### config.mk
export PLATFORM = sky130hd
export DESIGN_NAME = multicycle_control
export DESIGN_NICKNAME = d
export VERILOG_FILES = /design/src/rtl/multicycle_control.sv
export SDC_FILE = /design/constraint.sdc
export NUM_CORES = 1
export LEC_CHECK = 0
export CORE_UTILIZATION = 54
export DETAILED_ROUTE_END_ITERATION = 8
export DONT_BUFFER_PORTS = 1
export PLACE_DENSITY = 0.72
export SLEW_MARGIN = 40
export SYNTH_ARGS = -nofsm -noshare
export SYNTH_HDL_FRONTEND = slang
export SYNTH_SLANG_ARGS = --single-unit
### constraint.sdc
create_clock -name clk -period 1.5 [get_ports clk]
set_input_delay 0.15 -clock clk [delete_from_list [all_inputs] [get_ports clk]]
set_output_delay 0.15 -clock clk [all_outputs]
set_load 0.1 [all_outputs]
### src/rtl/multicycle_control.sv
// Multicycle RISC-V style control unit: Moore FSM sequencing fetch, decode,
// memory, ALU, branch and jump steps, with memory wait states on Mem_Ready.
module multicycle_control (
    input  logic       clk,
    input  logic       reset,
    input  logic [6:0] Op,
    input  logic       Zero,
    input  logic       Mem_Ready,
    output logic       PCWrite,
    output logic       IRWrite,
    output logic       MemWrite,
    output logic       RegWrite,
    output logic       AdrSrc,
    output logic [1:0] ALUSrcA,
    output logic [1:0] ALUSrcB,
    output logic [1:0] ResultSrc,
    output logic [1:0] ALU_Op,
    output logic       Illegal_Instr,
    output logic [3:0] State
);

    typedef enum logic [3:0] {
        S_FETCH    = 4'd0,
        S_DECODE   = 4'd1,
        S_MEMADR   = 4'd2,
        S_MEMREAD  = 4'd3,
        S_MEMWB    = 4'd4,
        S_MEMWRITE = 4'd5,
        S_EXECUTER = 4'd6,
        S_EXECUTEI = 4'd7,
        S_ALUWB    = 4'd8,
        S_BEQ      = 4'd9,
        S_JAL      = 4'd10
    } state_t;

    // State-only control fields; the in_* flags qualify the input-dependent terms.
    typedef struct packed {
        logic       adr_src;
        logic [1:0] alu_src_a;
        logic [1:0] alu_src_b;
        logic [1:0] result_src;
        logic [1:0] alu_op;
        logic       reg_write;
        logic       mem_write;
        logic       in_fetch;
        logic       in_decode;
        logic       in_beq;
        logic       in_jal;
    } ctrl_t;

    localparam ctrl_t CTRL_IDLE = '{
        adr_src:    1'b0,
        alu_src_a:  2'b00,
        alu_src_b:  2'b00,
        result_src: 2'b00,
        alu_op:     2'b00,
        reg_write:  1'b0,
        mem_write:  1'b0,
        in_fetch:   1'b0,
        in_decode:  1'b0,
        in_beq:     1'b0,
        in_jal:     1'b0
    };

    localparam logic [6:0] OP_LOAD  = 7'b0000011;
    localparam logic [6:0] OP_STORE = 7'b0100011;
    localparam logic [6:0] OP_RTYPE = 7'b0110011;
    localparam logic [6:0] OP_ITYPE = 7'b0010011;
    localparam logic [6:0] OP_BEQ   = 7'b1100011;
    localparam logic [6:0] OP_JAL   = 7'b1101111;

    state_t state_r;
    state_t next_state_s;
    ctrl_t  ctrl_r;
    logic   op_legal_s;

    function automatic logic op_is_legal(input logic [6:0] op);
        logic legal;
        case (op)
            OP_LOAD, OP_STORE, OP_RTYPE,
            OP_ITYPE, OP_BEQ, OP_JAL: legal = 1'b1;
            default:                  legal = 1'b0;
        endcase
        return legal;
    endfunction

    // Unreachable codes fall to the default and decode to all-zero controls.
    function automatic ctrl_t ctrl_for(input state_t s);
        ctrl_t c;
        c = CTRL_IDLE;
        case (s)
            S_FETCH: begin
                c.alu_src_b  = 2'b10;
                c.result_src = 2'b10;
                c.in_fetch   = 1'b1;
            end
            S_DECODE: begin
                c.alu_src_a = 2'b01;
                c.alu_src_b = 2'b01;
                c.in_decode = 1'b1;
            end
            S_MEMADR: begin
                c.alu_src_a = 2'b10;
                c.alu_src_b = 2'b01;
            end
            S_MEMREAD: begin
                c.adr_src = 1'b1;
            end
            S_MEMWB: begin
                c.result_src = 2'b01;
                c.reg_write  = 1'b1;
            end
            S_MEMWRITE: begin
                c.adr_src   = 1'b1;
                c.mem_write = 1'b1;
            end
            S_EXECUTER: begin
                c.alu_src_a = 2'b10;
                c.alu_op    = 2'b10;
            end
            S_EXECUTEI: begin
                c.alu_src_a = 2'b10;
                c.alu_src_b = 2'b01;
                c.alu_op    = 2'b11;
            end
            S_ALUWB: begin
                c.reg_write = 1'b1;
            end
            S_BEQ: begin
                c.alu_src_a = 2'b10;
                c.alu_op    = 2'b01;
                c.in_beq    = 1'b1;
            end
            S_JAL: begin
                c.alu_src_a = 2'b01;
                c.alu_src_b = 2'b10;
                c.in_jal    = 1'b1;
            end
            default: c = CTRL_IDLE;
        endcase
        return c;
    endfunction

    assign op_legal_s = op_is_legal(Op);

    // Next-state selection; every wait state holds until Mem_Ready.
    always_comb begin
        next_state_s = S_FETCH;
        case (state_r)
            S_FETCH:    next_state_s = Mem_Ready ? S_DECODE : S_FETCH;
            S_DECODE: begin
                case (Op)
                    OP_LOAD, OP_STORE: next_state_s = S_MEMADR;
                    OP_RTYPE:          next_state_s = S_EXECUTER;
                    OP_ITYPE:          next_state_s = S_EXECUTEI;
                    OP_BEQ:            next_state_s = S_BEQ;
                    OP_JAL:            next_state_s = S_JAL;
                    default:           next_state_s = S_FETCH;
                endcase
            end
            S_MEMADR:   next_state_s = Op[5] ? S_MEMWRITE : S_MEMREAD;
            S_MEMREAD:  next_state_s = Mem_Ready ? S_MEMWB : S_MEMREAD;
            S_MEMWB:    next_state_s = S_FETCH;
            S_MEMWRITE: next_state_s = Mem_Ready ? S_FETCH : S_MEMWRITE;
            S_EXECUTER: next_state_s = S_ALUWB;
            S_EXECUTEI: next_state_s = S_ALUWB;
            S_ALUWB:    next_state_s = S_FETCH;
            S_BEQ:      next_state_s = S_FETCH;
            S_JAL:      next_state_s = S_ALUWB;
            default:    next_state_s = S_FETCH;
        endcase
    end

    // State register; control fields are registered from the state being entered.
    always_ff @(posedge clk) begin
        if (reset) begin
            state_r <= S_FETCH;
            ctrl_r  <= ctrl_for(S_FETCH);
        end else begin
            state_r <= next_state_s;
            ctrl_r  <= ctrl_for(next_state_s);
        end
    end

    // While reset is high the outputs show FETCH with every enable held off.
    assign PCWrite       = ~reset & ((ctrl_r.in_fetch & Mem_Ready) |
                                     (ctrl_r.in_beq & Zero) | ctrl_r.in_jal);
    assign IRWrite       = ~reset & ctrl_r.in_fetch & Mem_Ready;
    assign MemWrite      = ~reset & ctrl_r.mem_write;
    assign RegWrite      = ~reset & ctrl_r.reg_write;
    assign Illegal_Instr = ~reset & ctrl_r.in_decode & ~op_legal_s;
    assign AdrSrc        = reset ? 1'b0  : ctrl_r.adr_src;
    assign ALUSrcA       = reset ? 2'b00 : ctrl_r.alu_src_a;
    assign ALUSrcB       = reset ? 2'b10 : ctrl_r.alu_src_b;
    assign ResultSrc     = reset ? 2'b10 : ctrl_r.result_src;
    assign ALU_Op        = reset ? 2'b00 : ctrl_r.alu_op;
    assign State         = reset ? 4'd0  : state_r;

endmodule

==> results of run 1 <==
==> logic make-up after synthesis <==
group                     share of synthesized area (%)
and+or+nand+nor                                    35.1
AOI/OAI and AO/OA                                  18.6
muxes                                              2.42
xor gates and xnor gates                           1.88
buffers and inverters                              3.23
DFF                                                38.8
==> Yosys cell counts, types with 3 or more instances <==
cell      n  share of area (%)
dfxtp_1  18                 39
inv_1     3                1.2
nor2_1   12                4.8
nor2b_1  14                9.4
nor3_1    4                2.2
==> stage by stage <==
stage                     setup slack (ns)  utilization (%)  cell area, um2
after global placement              -0.171             83.1            1290
after CTS                           -0.176             93.7            1460
after detailed placement            -0.231             83.1            1290
after floorplan                     -0.362                -             973
==> what timing repair did <==
| action | CTS |
|---|---|
| gates resized for setup | 23 |
| buffers inserted | 4 |
| pin swaps | 7 |
| setup endpoints to repair | 18 |
| endpoints found under the hold margin | 9 |
==> flow_summary.yaml, run 1 <==
status:
  outcome: "did not finish"
  haltStage: "global routing"
  tool.error: "[ERROR DPL-0038] Utilization greater than 100%, impossible to legalize"
logic_synthesis:
  synth.ff_latch_count: 18
  synth_area_per_cell_um2: 9.49
  ys_async_sr_fraction_pct: 0
  syn-instance-count: 98
  synth_edf_count: 0
  synth_fp_nets: 109
  synth_cell_types: 41
  synth_warnings: 0
  syn_area_um2: 930
  yosysSeqAreaShare_pct: 38.8
  synthFlopType: "dfxtp_1"
floorplanning:
  die_w_um: 43.5
  start_util_pct: 59.6
  fp.dieH_um: 43.5
  rows: 14
  pin_count: 29
timing:
  worst_endpoint: "ctrl_r[5]$_SDFF_PP0_/D"
  worstEpCategory: "sequential cell input"
placement:
  port_buffers: 0
  hpwl_um: 1760
  place_congestion: 0.861
  post-place-cells: 145
clock_tree:
  root_buffer: "clkbuf_4"
  htree_num_levels: 1
  cts_buffer_depth: 2
  clock_sinks: 18
  numCtsBuffers: 3
global_routing:
  grt_max_degree: 27
==> inputs of run 2 (changes only) <==
--- a/config.mk
+++ b/config.mk
@@ -5,10 +5,11 @@
 export SDC_FILE = /design/constraint.sdc
 export NUM_CORES = 1
 export LEC_CHECK = 0
-export CORE_UTILIZATION = 54
+export CORE_AREA = 2 2 63 65
 export DETAILED_ROUTE_END_ITERATION = 8
+export DIE_AREA = 0 0 65 67
 export DONT_BUFFER_PORTS = 1
-export PLACE_DENSITY = 0.72
+export PLACE_DENSITY_LB_ADDON = 0.15
 export SLEW_MARGIN = 40
 export SYNTH_ARGS = -nofsm -noshare
 export SYNTH_HDL_FRONTEND = slang
==> constraint.sdc (replaced) <==
create_clock -name clk -period 2 [get_ports clk]
set_input_delay 0.2 -clock clk [delete_from_list [all_inputs] [get_ports clk]]
set_output_delay 0.2 -clock clk [all_outputs]
set_load 0.1 [all_outputs]
==> flow_summary.yaml, run 2 <==
floorplanning:
  die-area_mm2: 0.00436
  fp.dieH_um: 67
  die_w_um: 65
  core_mm2: 0.00361
  start_util_pct: 25.8
  pin_count: 29
  rows: 22
power_and_ir_drop:
  p_int_uw: 579
  p_per_area_mw_per_mm2: 648
  vdd_ir_drop_max_mv: 0.243
  switching_power_uw: 205
  power_uw: 784
  p_leak_uw: 0.000498
  p_sw_share_pct: 26.2
  seq_power_share_pct: 47.2
  comb_power_share_pct: 16.0
  clkPwrFrac_pct: 36.7
worst_setup_path:
  critPathRequiredTime_ns: 2.19
  ff2ff_path_depth: 6
  path_max_fanout: 7
  cp_top_family: "compound AO/OA/AOI/OAI gates"
  cp_slowest_stage_delay_ns: 0.46
  r2r_end: "ctrl_r[10]"
  arrival_ns: 1.95
  r2r-start: "state_r[1]"
  rrSetupSlack_ns: 0.24
  crit_slowest_cell: "dfxtp_1"
  cp_num_buf_inv: 1
  endpoint_kind: "flip-flop"
  start_kind: "flip-flop"
  startpoint: "state_r[1]"
  path_class: "reg2reg"
  path_cells: "nor2b_1, nor3_1, o32ai_4, nand2_2, inv_1, o2bb2ai_1"
clock_tree:
  htree_num_levels: 1
  ctsResizeCount: 0
  clock_latency_ns: 0.25
  hold_buffers: 0
  root_buffer: "clkbuf_8"
  path_clk_slew_ns: 0.06
  cts_tree: "built"
  cts_buffer_depth: 2
  numCtsBuffers: 3
  cts_setup_buffers: 0
  clock_sinks: 18
logic_synthesis:
  ys_top_cells_by_count: "18 x dfxtp_1, 14 x nor2b_1, 12 x nor2_1, 4 x nor3_1, 3 x inv_1"
  synth_adder_area_share_pct: 0
  synthFlopType: "dfxtp_1"
  synth_edf_count: 0
  synth.ff_latch_count: 18
  syn_area_um2: 930
  synth_fp_nets: 109
  synth-compound-area-share_pct: 18.6
  ys_async_sr_fraction_pct: 0
  synthXorXnorAreaFrac_pct: 1.88
  synth_warnings: 0
  synth_top_cell_by_area: "dfxtp_1"
  synth_top_cell_area_share_pct: 38.8
  yosysSeqAreaShare_pct: 38.8
  synth_most_common_cell: "dfxtp_1"
  synth_cell_types: 41
  syn-instance-count: 98
  synthTopCellsByArea: "dfxtp_1 39%, nor2b_1 9.4%, nor2_1 4.8%"
  synth_area_per_cell_um2: 9.49
  synth-simple-area-share_pct: 35.1
  synth_mux_area_share_pct: 2.42
  synth_top_family_by_area: "simple AND/OR/NAND/NOR gates"
timing:
  slew_headroom_pct: 65.4
  post-route-period-util_pct: 88.0
  maxSlewViolCount: 0
  worst_slew_pin_slew_ns: 0.519
  setup_viol: 0
  clock-skew-final_ns: 0.00369
  setup_tns_ns: 0
  hold_viol_final: 0
  timing.hold.ws_ns: 0.0217
  period_minus_slack_ns: 1.76
  max_freq_mhz: 568
  rsz0062_at_grt: "false"
worst_hold_path:
  worstHoldPathType: "in2reg"
  min_path_cells: 1
  min_from: "reset"
  whs_endpoint: "state_r[2]"
global_routing:
  track_usage_pct: 11.0
  grt_pass1_vias: 792
  antenna_found_initial: 0
  grt_max_degree: 27
  grt_pass1_wl_um: 3640
  gr-total-overflow: 0
finish:
  mostFrequentLayoutCells: "18 x dfxtp_1, 17 x buf_4, 13 x nor2b_2"
  reg_top3: "ctrl_r: 14 flops, state_r: 4 flops"
  utilization_pct: 33.6
  antenna_cells: 0
  layout-drive-gt1-share_pct: 41.9
  synthToLayoutAreaGrowth_pct: 30.1
  num-fill-cells: 373
  layout_commonest_cell: "dfxtp_1"
  nNetsFinal: 129
  largest_reg_flops: 14
  regMostFlops: "ctrl_r"
placement:
  port_buffers: 0
  place_congestion: 0.798
  hpwl_um: 1640
drt:
  first_pass_iters: 4
  ant_nets: 0
  first_iter_violations: 20
  postRouteWirelength_um: 2200
  via_count: 779
  vias_per_cell: 4.72
  route.detailed.drc: 0
  wl_per_cell_um: 13.3
job:
  maxCapViolations: 0
status:
  outcome: "completed"
run 2: cell counts after synthesis:
Identical to the previous run, type by type.
run 2: how the worst max path moves through the flow:
stage	end	slack, ns	depth (start not counted)
floorplan	State[2]	0.01	1
global placement	ctrl_r[10]	0.24	6
global route	ctrl_r[10]	0.07	6
finish	ctrl_r[10]	0.24	6
CTS	ctrl_r[10]	0.23	6
detailed placement	ctrl_r[11]	0.25	6
run 2: through the flow:
| stage | setup WS (ns) | area [um2] | cells |
|---|---|---|---|
| after global placement | 0.238 | 1150 | 161 |
| after CTS | 0.232 | 1210 | 165 |
| after global routing | 0.0713 | 1210 | 165 |
| final | 0.241 | 1210 | 165 |
| after detailed placement | 0.245 | 1150 | 161 |
| after floorplan | 0.0134 | 936 | 98 |
run 2: layout make-up:
class                   instances  area, um2  area share [%]
well taps                      48       60.1            4.96
inverters                       3       11.3           0.931
clock buffers                   4       55.1            4.55
flip-flops and latches         18        360            29.8
multi-input cells              74        576            47.6
repair buffers                 18        148            12.2
run 2: kinds of logic after synthesis:
| logic type | after synthesis |
|---|---|
| buffers and inverters | 6 |
| multiplexers | 2 |
| flip-flops | 18 |
| AND/OR/NAND/NOR | 52 |
| XOR/XNOR | 2 |
| AO/OA/AOI/OAI | 18 |
run 2: layer usage:
metal / track usage (%) / vias up / share of wire (%)
li1: - / 387 / -
met1: 12.4 / 365 / 43
met2: 18.3 / 22 / 48
met3: 4.73 / 5 / 6.8
met4: 4.26 / 0 / 1.7
met5: 0 / - / 0
run 2: power groups by stage:
stage          logic (uW)  clock network, uW  registers [uW]
4_1_cts               126                298             370
2_1_floorplan         108                  0             377
3_3_place_gp          126                  0             378
3_5_place_dp          126                  0             378
5_1_grt               133                321             371
6_report              126                288             370
No activity file was read; power rests on OpenSTA's default activity.
==> inputs of run 3 (changes only) <==
--- a/config.mk
+++ b/config.mk
@@ -5,6 +5,8 @@
 export SDC_FILE = /design/constraint.sdc
 export NUM_CORES = 1
 export LEC_CHECK = 0
+export CELL_PAD_IN_SITES_DETAIL_PLACEMENT = 0
+export CELL_PAD_IN_SITES_GLOBAL_PLACEMENT = 1
 export CORE_AREA = 2 2 63 65
 export DETAILED_ROUTE_END_ITERATION = 8
 export DIE_AREA = 0 0 65 67
==> flow_summary.yaml, run 3 (synthesis gave the netlist of run 2 again) <==
floorplanning:
  start_util_pct: 25.8
  rows: 22
  die_w_um: 65
  pin_count: 29
  die-area_mm2: 0.00436
  core_mm2: 0.00361
  fp.dieH_um: 67
power_and_ir_drop:
  p_leak_uw: 0.000498
  power_uw: 790
  p_per_area_mw_per_mm2: 653
  vdd_ir_drop_max_mv: 0.195
global_routing:
  gr-total-overflow: 0
  grt_max_degree: 27
  track_usage_pct: 10.8
  antenna_found_initial: 0
  grt_pass1_wl_um: 3460
  grt_pass1_vias: 777
drt:
  first_pass_iters: 4
  via_count: 767
  vias_per_cell: 4.65
  first_iter_violations: 13
  route.detailed.drc: 0
  postRouteWirelength_um: 2130
  wl_per_cell_um: 12.9
  ant_nets: 0
worst_setup_path:
  endpoint_kind: "flip-flop"
  path_max_fanout: 5
  arrival_ns: 1.94
  cp_slowest_stage_delay_ns: 0.42
  critPathRequiredTime_ns: 2.18
  path_class: "reg2reg"
  path_cells: "mux2_2, nor3b_2, a21oi_1, or2_1, a31oi_1"
  start_kind: "flip-flop"
  crit_slowest_cell: "dfxtp_1"
placement:
  place_ws_ns: 0.229
  post-place-cells: 161
  hpwl_um: 1650
  place_congestion: 0.771
  port_buffers: 0
timing:
  hold_viol_final: 0
  slew_headroom_pct: 65.8
  worst_slack_ns: 0.241
  max_freq_mhz: 569
  clock-skew-final_ns: 0.00192
  worst_slew_pin_slew_ns: 0.516
  setup_tns_ns: 0
  maxSlewViolCount: 0
  post-route-period-util_pct: 87.9
  setup_viol: 0
  period_minus_slack_ns: 1.76
  rsz0062_at_grt: "false"
clock_tree:
  path_clk_slew_ns: 0.07
  cts_setup_buffers: 0
  ctsResizeCount: 0
  root_buffer: "clkbuf_8"
  clock_sinks: 18
  htree_num_levels: 1
  numCtsBuffers: 3
  cts_buffer_depth: 2
  cts_tree: "built"
  hold_buffers: 0
  clock_latency_ns: 0.25
finish:
  num-fill-cells: 386
  nNetsFinal: 129
  regMostFlops: "ctrl_r"
  layout-drive-gt1-share_pct: 41.9
  mostFrequentLayoutCells: "18 x dfxtp_1, 17 x buf_4, 13 x nor2b_2"
  largest_reg_flops: 14
  layout_commonest_cell: "dfxtp_1"
  reg_top3: "ctrl_r: 14 flops, state_r: 4 flops"
  fin_cells: 165
  antenna_cells: 0
  synthToLayoutAreaGrowth_pct: 30.1
job:
  maxCapViolations: 0
status:
  outcome: "completed"
worst_hold_path:
  worstHoldPathType: "in2reg"
==> run 3: cell counts in the layout (fill, tap and decap cells not counted) <==
No cell type changed its count.
==> run 3: per-layer routing <==
metal,wire length [um],up-vias,part of all wire [%],global-route usage (%)
li1,-,388,-,-
met2,967,25,45,18.0
met5,0,-,0,0
met3,122,5,5.7,2.53
met4,59,0,2.8,7.18
met1,982,349,46,12.2
==> run 3: area by class of cell <==
class	instances	area, um2	area share [%]
clock buffer	4	55.1	4.55
tap	48	60.1	4.96
multi-input combinational	74	576	47.6
inverter	3	11.3	0.931
timing repair buffer	18	148	12.2
sequential	18	360	29.8
==> run 3: critical path: cells and delay by family (launching register included) <==
kind / cells / cell delay (ns)
multiplexers: 1 / 0.38
flip-flops: 1 / 0.42
AO/OA/AOI/OAI: 2 / 0.32
AND/OR/NAND/NOR: 2 / 0.56
==> run 3: final timing paths <==
check,from,end,slack (ns),depth (start not counted)
setup / recovery,state_r[0],ctrl_r[11],0.24,5
hold / removal,reset,state_r[3],0.01,1
setup reg to reg,state_r[0],ctrl_r[11],0.24,5
hold reg to reg,state_r[3],ctrl_r[4],0.73,2
==> run 3: through the flow <==
stage	utilization [%]	area [um2]	hold slack [ns]
after floorplan	-	936	0.280
after global placement	32.0	1150	0.278
after detailed placement	32.0	1150	0.279
after CTS	33.6	1210	0.00767
after global routing	33.6	1210	0.00836
final	33.6	1210	0.0114
==> run 3: where the power goes <==
group / total [uW] / switching (uW) / leakage, uW / internal (uW)
Sequential: 371 / 4.20 / 0.000147 / 367
Combinational: 125 / 87.6 / 0.000323 / 37.1
Clock: 294 / 119 / 0.0000288 / 175
